$ cat src/rtl/stage_buf.sv
// stage_buf: one pipeline stage with a valid/ready handshake on both sides.
// The output payload always comes from a register. A saturating counter
// counts the cycles in which upstream is blocked.
// Build option STAGE_BUF_SKID_EN: adds a second skid entry, so that in_ready
// is a registered signal with no combinational path from out_ready.
// Without the option the stage is a single register, and in_ready is
// combinational.
module stage_buf #(
    parameter int WIDTH       = 64,
    parameter int RST_PAYLOAD = 1,
    parameter int CNT_W       = 16
) (
    input  logic             clk,
    input  logic             rst,
    input  logic             in_valid,
    output logic             in_ready,
    input  logic [WIDTH-1:0] in_data,
    output logic             out_valid,
    input  logic             out_ready,
    output logic [WIDTH-1:0] out_data,
    input  logic             flush,
    output logic [CNT_W-1:0] stall_cnt,
    input  logic             cnt_clr
);

    localparam logic [CNT_W-1:0] CNT_MAX = {CNT_W{1'b1}};
    localparam logic [CNT_W-1:0] CNT_ONE = CNT_W'(1'b1);

    logic             in_ready_s;
    logic             in_xfer_s;
    logic             out_xfer_s;
    logic             valid_r;
    logic [WIDTH-1:0] data_r;
    logic [WIDTH-1:0] data_nxt_s;
    logic [CNT_W-1:0] cnt_r;

    assign in_xfer_s  = in_valid & in_ready_s;
    assign out_xfer_s = valid_r & out_ready;

`ifdef STAGE_BUF_SKID_EN
    typedef enum logic [1:0] {
        ST_EMPTY = 2'd0,
        ST_FULL  = 2'd1,
        ST_SKID  = 2'd2
    } state_t;

    state_t           state_r;
    logic             rdy_r;
    logic [WIDTH-1:0] skid_r;
    logic [WIDTH-1:0] skid_nxt_s;

    // Gate the registered ready with reset so that it reads 0 while reset is held.
    // It resets to 1, so the first edge after reset is released can accept data.
    assign in_ready_s = rdy_r & rst;

    // Occupancy state machine: drives the registered valid and ready flags.
    always_ff @(posedge clk or negedge rst) begin
        if (!rst) begin
            state_r <= ST_EMPTY;
            valid_r <= 1'b0;
            rdy_r   <= 1'b1;
        end else if (flush) begin
            state_r <= ST_EMPTY;
            valid_r <= 1'b0;
            rdy_r   <= 1'b1;
        end else begin
            case (state_r)
                ST_EMPTY: begin
                    if (in_xfer_s) begin
                        state_r <= ST_FULL;
                        valid_r <= 1'b1;
                    end
                end
                ST_FULL: begin
                    if (in_xfer_s && !out_xfer_s) begin
                        state_r <= ST_SKID;
                        rdy_r   <= 1'b0;
                    end else if (!in_xfer_s && out_xfer_s) begin
                        state_r <= ST_EMPTY;
                        valid_r <= 1'b0;
                    end
                end
                ST_SKID: begin
                    if (out_xfer_s) begin
                        state_r <= ST_FULL;
                        rdy_r   <= 1'b1;
                    end
                end
                default: begin
                    state_r <= ST_EMPTY;
                    valid_r <= 1'b0;
                    rdy_r   <= 1'b1;
                end
            endcase
        end
    end

    // Next payload for the output and skid registers. It follows the same
    // transitions as the state machine.
    always_comb begin
        data_nxt_s = data_r;
        skid_nxt_s = skid_r;
        if (flush) begin
            if (RST_PAYLOAD != 0) begin
                data_nxt_s = {WIDTH{1'b0}};
                skid_nxt_s = {WIDTH{1'b0}};
            end else begin
                data_nxt_s = data_r;
                skid_nxt_s = skid_r;
            end
        end else begin
            case (state_r)
                ST_EMPTY: begin
                    if (in_xfer_s) data_nxt_s = in_data;
                    else           data_nxt_s = data_r;
                end
                ST_FULL: begin
                    if (in_xfer_s && out_xfer_s) data_nxt_s = in_data;
                    else if (in_xfer_s)          skid_nxt_s = in_data;
                    else                         data_nxt_s = data_r;
                end
                ST_SKID: begin
                    if (out_xfer_s) data_nxt_s = skid_r;
                    else            data_nxt_s = data_r;
                end
                default: begin
                    data_nxt_s = data_r;
                    skid_nxt_s = skid_r;
                end
            endcase
        end
    end

    generate
        if (RST_PAYLOAD != 0) begin : g_skid_rst
            // Skid payload register, cleared by reset.
            always_ff @(posedge clk or negedge rst) begin
                if (!rst) skid_r <= {WIDTH{1'b0}};
                else      skid_r <= skid_nxt_s;
            end
        end else begin : g_skid_norst
            // Skid payload register without reset. It is only read when the state is SKID.
            always_ff @(posedge clk) begin
                skid_r <= skid_nxt_s;
            end
        end
    endgenerate
`else
    // A new payload fits when the register is empty or is being drained this cycle.
    assign in_ready_s = rst & (~valid_r | out_ready);

    // Valid flag of the single output register.
    always_ff @(posedge clk or negedge rst) begin
        if (!rst)            valid_r <= 1'b0;
        else if (flush)      valid_r <= 1'b0;
        else if (in_xfer_s)  valid_r <= 1'b1;
        else if (out_xfer_s) valid_r <= 1'b0;
    end

    // Next payload: flush clears it or keeps it (set by RST_PAYLOAD); otherwise it loads on accept.
    always_comb begin
        data_nxt_s = data_r;
        if (flush) begin
            if (RST_PAYLOAD != 0) data_nxt_s = {WIDTH{1'b0}};
            else                  data_nxt_s = data_r;
        end else if (in_xfer_s) begin
            data_nxt_s = in_data;
        end else begin
            data_nxt_s = data_r;
        end
    end
`endif

    generate
        if (RST_PAYLOAD != 0) begin : g_data_rst
            // Output payload register, cleared by reset.
            always_ff @(posedge clk or negedge rst) begin
                if (!rst) data_r <= {WIDTH{1'b0}};
                else      data_r <= data_nxt_s;
            end
        end else begin : g_data_norst
            // Output payload register without reset. out_valid qualifies it.
            always_ff @(posedge clk) begin
                data_r <= data_nxt_s;
            end
        end
    endgenerate

    // Blocked-upstream counter: saturates at its maximum, and clear beats increment.
    always_ff @(posedge clk or negedge rst) begin
        if (!rst) begin
            cnt_r <= {CNT_W{1'b0}};
        end else if (cnt_clr) begin
            cnt_r <= {CNT_W{1'b0}};
        end else if (in_valid && !in_ready_s && !flush && (cnt_r != CNT_MAX)) begin
            cnt_r <= cnt_r + CNT_ONE;
        end
    end

    assign in_ready  = in_ready_s;
    assign out_valid = valid_r;
    assign out_data  = data_r;
    assign stall_cnt = cnt_r;

endmodule

$ cat config.mk
export PLATFORM = sky130hd
export DESIGN_NAME = stage_buf
export DESIGN_NICKNAME = d
export VERILOG_FILES = /design/src/rtl/stage_buf.sv
export SDC_FILE = /design/constraint.sdc
export NUM_CORES = 1
export LEC_CHECK = 0
export CAP_MARGIN = 0
export CORE_ASPECT_RATIO = 1.25
export CORE_MARGIN = 2
export CORE_UTILIZATION = 45
export CTS_CLUSTER_SIZE = 16
export DETAILED_ROUTE_END_ITERATION = 8
export GPL_TIMING_DRIVEN = 0
export HOLD_SLACK_MARGIN = 0.05
export PLACE_DENSITY = 0.95
export SYNTH_ARGS = -nofsm -noshare
export SYNTH_HDL_FRONTEND = slang
export SYNTH_SLANG_ARGS = --single-unit
$ cat constraint.sdc
create_clock -name clk -period 4.47 [get_ports clk]
set_input_delay 0.894 -clock clk [delete_from_list [all_inputs] [get_ports clk]]
set_output_delay 0.894 -clock clk [all_outputs]
set_load 0.02 [all_outputs]
* Word-level counts from Yosys, hierarchy flattened
Index checks and enable logic that the tools add are counted.
** Storage, ports and cells
- Input port bits :: 70
- Register bits :: 81
** Cells by class
- Add/sub/neg operators :: 1
- Bitwise logic cells :: 5
- Reduce and logical (&&, ||, !) cells :: 8
- Eq/ne operators :: 1
- Muxes and demuxes :: 7
** Operators with widths (count)
- 64-bit 2-to-1 mux :: 2
- 16-bit 2-to-1 mux :: 2
- 16-bit by 1-bit adder with 16-bit output, second input constant :: 1
- 16-bit inequality test, second input constant :: 1
- 2-bit nonzero test :: 2
- 1-bit bitwise AND :: 3
- 1-bit logical AND :: 3
- 1-bit 2-to-1 mux :: 3
- 3-bit nonzero test :: 1
- 1-bit zero test :: 2
- 1-bit inverter :: 1
- 1-bit bitwise OR :: 1

* Longest topological paths before layout
- Word-level depth :: 9
- Gate-level depth with buffers :: 7
- Mapped depth without buffers :: 5

* Least setup slack after synthesis
Ideal clock, no wire load.
- Path type :: input-to-output
- Start :: in out_ready
- End :: out in_ready
- Cell stages on the path :: 2
- Data arrival time :: 1.313 ns
- Data required time :: 3.576 ns
- Setup slack :: 2.263 ns
- Cell sequence :: nor2b_1 nor2_1
** Between the ends
- Word-level cells in the longest chain between the ends :: 2
** RTL lines
- from (decl) :: RTL line 19 : input logic out_ready,
- 1-bit bitwise OR :: RTL line 150 : assign in_ready_s = rst & (~valid_r | out_ready);
- 1-bit bitwise AND :: RTL line 150
- to (decl) :: RTL line 16 : output logic in_ready,
No other way between the ends.

* Final worst setup path
- Start :: in rst
- End :: out in_ready
** Between the ends
- Word-level cells in the longest chain between the ends :: 1
** RTL lines
- from (decl) :: RTL line 14 : input logic rst,
- 1-bit bitwise AND :: RTL line 150
No other way between the ends.

==> flow_summary.json <==
{
  "outcome": "complete, no violations",
  "gpl.final_weighted_congestion": 0.912,
  "floorplan.die.height_um": 102,
  "final.setup_skew_ps": 12.9,
  "avg_cell_area_syn_um2": 9.11,
  "cpMaxStageDelayCell": "sky130_fd_sc_hd__clkdlybuf4s50_1",
  "power_density_mw_per_mm2": 299,
  "worst_ep_arrival_time_ps": 2570,
  "global_route_wire_length_before_repair_mm": 15.8,
  "std_cell_rows": 35,
  "grtUsageMet1": 0.277,
  "worstPathRequired_ps": 3580,
  "antenna_violation_net_count_after_detailed_routing": 0,
  "grt_use_total": 0.242,
  "layout_commonest_cell": "sky130_fd_sc_hd__clkdlybuf4s50_1",
  "slack_of_the_worst_reg_to_reg_path_ps": 2380,
  "gr-usage-met2": 0.422,
  "cts_setup_buffers": 0,
  "post-route-period-util": 0.775,
  "x_dimension_of_the_die_um": 82.6,
  "timing_worst_setup_path_type": "in2out",
  "ctsRootBufferMaster": "sky130_fd_sc_hd__clkbuf_8",
  "worst-path-max-fanout": 46,
  "endpoint_kind": "primary output",
  "hold_ws_ps": 513,
  "drt_iter0_drc": 104,
  "maximum_number_of_pins_on_one_net_before_global_route_repair": 47,
  "design.die.area_mm2": 0.00845,
  "fillers": 586,
  "tightestPinTransition_ps": 551,
  "cts_buffer_depth": 2,
  "cts_buf_count": 9,
  "clkTransAtPathRegs_ps": 90,
  "finalWorstSetupSlack_ps": 1000,
  "place.detailed.hpwl_mm": 7.48,
  "clkSinkCount": 81,
  "drt_first_pass_iters": 4,
  "drt-total-wl_mm": 9.96,
  "routedWlPerCell_um": 15.6,
  "cp_num_buf_inv": 4,
  "regToRegStartpoint": "stall_cnt[0]$_DFFE_PN0P_",
  "cts_tree": "yes",
  "ir_drop_worst_case_vdd_v": 0.000184,
  "cts_repair_resize_count": 0,
  "antenna_found_initial": 0,
  "drive_above_1_share": 0.0438,
  "worst_hold_path_class": "in2async",
  "crit_path_start_kind": "input port",
  "area_growth_pct": 53.2,
  "critPathTopFamily": "buffers and inverters",
  "place.port_buffers": 150,
  "r2r_end": "stall_cnt[13]$_DFFE_PN0P_",
  "slew_violations": 0,
  "postSynthNetCount": 453,
  "dp_slack_ps": 989,
  "post_drt_via_cell_ratio": 5.32,
  "hold_buffers": 0,
  "final-hold-violation-count": 0,
  "maxSlewHeadroom": 0.632,
  "critPathMaxStageDelay_ps": 610,
  "finish.net_count": 615,
  "timing.final.crit_period_ps": 3470,
  "placedInstanceArea_mm2": 0.00512,
  "mostFrequentLayoutCells": "sky130_fd_sc_hd__clkdlybuf4s50_1 (149), sky130_fd_sc_hd__nand2_1 (133), sky130_fd_sc_hd__dfrtp_1 (81), sky130_fd_sc_hd__a21oi_1 (79), sky130_fd_sc_hd__clkbuf_1 (20)",
  "post_synth_instance_area_mm2": 0.00348,
  "total_leakage_power_nw": 2.17,
  "finish.instance_area_mm2": 0.00533,
  "gr-usage-met3": 0.0574,
  "timing.fmax_mhz": 289,
  "setup_violating_endpoint_count_in_the_final_report": 0,
  "core_region_area_mm2": 0.00744,
  "initial_core_util": 0.467,
  "number_of_global_route_vias_before_repair": 3457,
  "ff2ff_path_depth": 6,
  "grt_setup_unrepaired": "false",
  "postSynthRegisterBits": 81,
  "h_tree_depth": 3,
  "yosysUniqueCellTypes": 32,
  "globalRoute.busiestLayer": "met2",
  "synth_warnings": 0,
  "crit_chain": "buf_4, buf_16, inv_1, nor2_1, clkdlybuf4s50_1",
  "clock_insertion_delay_worst_skew_ps": 350,
  "synth_sequential_area_ratio": 0.583,
  "max_cap_viol_count": 0,
  "synthesis.instances": 382,
  "detailroute.via_count": 3407,
  "num_io_pins": 152,
  "overflow": 0,
  "drt_drc_violations_left": 0,
  "antenna_cells": 0
}
how the worst max path moves through the flow:
stage,endpoint,depth (start not counted),startpoint
after floorplan,in_ready,2,out_ready
after global placement,in_ready,4,rst
after detailed placement,in_ready,5,rst
after CTS,in_ready,5,rst
after global routing,in_ready,5,rst
final,in_ready,5,rst
per-layer routing:
metal,vias to the layer above,part of all wire
met4,0,0.028
met1,1612,0.38
li1,1623,-
met3,27,0.076
met2,145,0.52
met5,-,0
cell families (layout without fill, tap and decap cells):
family	after synthesis	after routing	synth area share
buffers and inverters	27	193	0.0338
AND/OR/NAND/NOR	173	173	0.221
multiplexers	2	2	0.00647
flip-flops	81	81	0.583
AO/OA/AOI/OAI	98	98	0.153
adder cells (fa/ha/maj)	1	1	0.00360
Yosys cell counts:
master / number / area [um^2]
sky130_fd_sc_hd__nor2b_1: 5 / 31.3
sky130_fd_sc_hd__o21ai_1: 1 / 5.00
sky130_fd_sc_hd__nand4_1: 2 / 12.5
sky130_fd_sc_hd__and4_4: 1 / 11.3
sky130_fd_sc_hd__buf_1: 4 / 15.0
sky130_fd_sc_hd__nor2_1: 3 / 11.3
sky130_fd_sc_hd__and4bb_2: 1 / 12.5
sky130_fd_sc_hd__buf_2: 1 / 5.00
sky130_fd_sc_hd__o211ai_1: 1 / 7.51
sky130_fd_sc_hd__nand3_1: 4 / 20.0
sky130_fd_sc_hd__o21ai_0: 5 / 25.0
sky130_fd_sc_hd__o2111ai_1: 2 / 17.5
sky130_fd_sc_hd__o2111a_1: 1 / 11.3
sky130_fd_sc_hd__dfrtp_1: 81 / 2030
sky130_fd_sc_hd__and2_1: 1 / 6.26
sky130_fd_sc_hd__and3_1: 3 / 18.8
sky130_fd_sc_hd__o31ai_1: 8 / 60.1
sky130_fd_sc_hd__and4_1: 4 / 35.0
sky130_fd_sc_hd__or3_1: 5 / 31.3
sky130_fd_sc_hd__mux2_2: 2 / 22.5
sky130_fd_sc_hd__nor3_1: 1 / 5.00
sky130_fd_sc_hd__nand2b_1: 1 / 6.26
sky130_fd_sc_hd__nor4_1: 1 / 6.26
sky130_fd_sc_hd__buf_6: 2 / 22.5
sky130_fd_sc_hd__inv_1: 1 / 3.75
sky130_fd_sc_hd__nand2_1: 133 / 499
sky130_fd_sc_hd__clkbuf_1: 19 / 71.3
sky130_fd_sc_hd__a311oi_1: 1 / 8.76
sky130_fd_sc_hd__or3b_2: 1 / 8.76
sky130_fd_sc_hd__ha_1: 1 / 12.5
sky130_fd_sc_hd__or4_1: 7 / 52.6
sky130_fd_sc_hd__a21oi_1: 79 / 395
registers in the layout, indices dropped and copies added (netlist names):
register,cells
out_data,64
stall_cnt,16
out_valid,1
through the flow:
stage,instances,TNS [ps],power (mW),util
5_1_grt,640,0,1.66,0.716
3_5_place_dp,625,0,1.04,0.688
6_report,640,0,1.60,0.716
3_3_place_gp,624,-113320,1.03,0.684
2_1_floorplan,382,0,0.883,-
4_1_cts,640,0,1.61,0.716
cell type report:
cell class / count / area, um^2 / area share
multi-input cells: 274 / 1330 / 0.250
well taps: 92 / 115 / 0.0216
inverters: 1 / 3.75 / 0.000704
clock inverters: 5 / 81.3 / 0.0153
clock buffers: 10 / 128 / 0.0239
plain buffers: 26 / 114 / 0.0214
flip-flops and latches: 81 / 2030 / 0.380
repair buffers: 151 / 1530 / 0.286
where the power goes:
group          total (mW)  internal (mW)  switching (mW)
clock               0.572          0.312           0.260
sequential          0.774          0.759          0.0152
combinational       0.250          0.123           0.127
No activity file was read; power rests on OpenSTA's default activity.
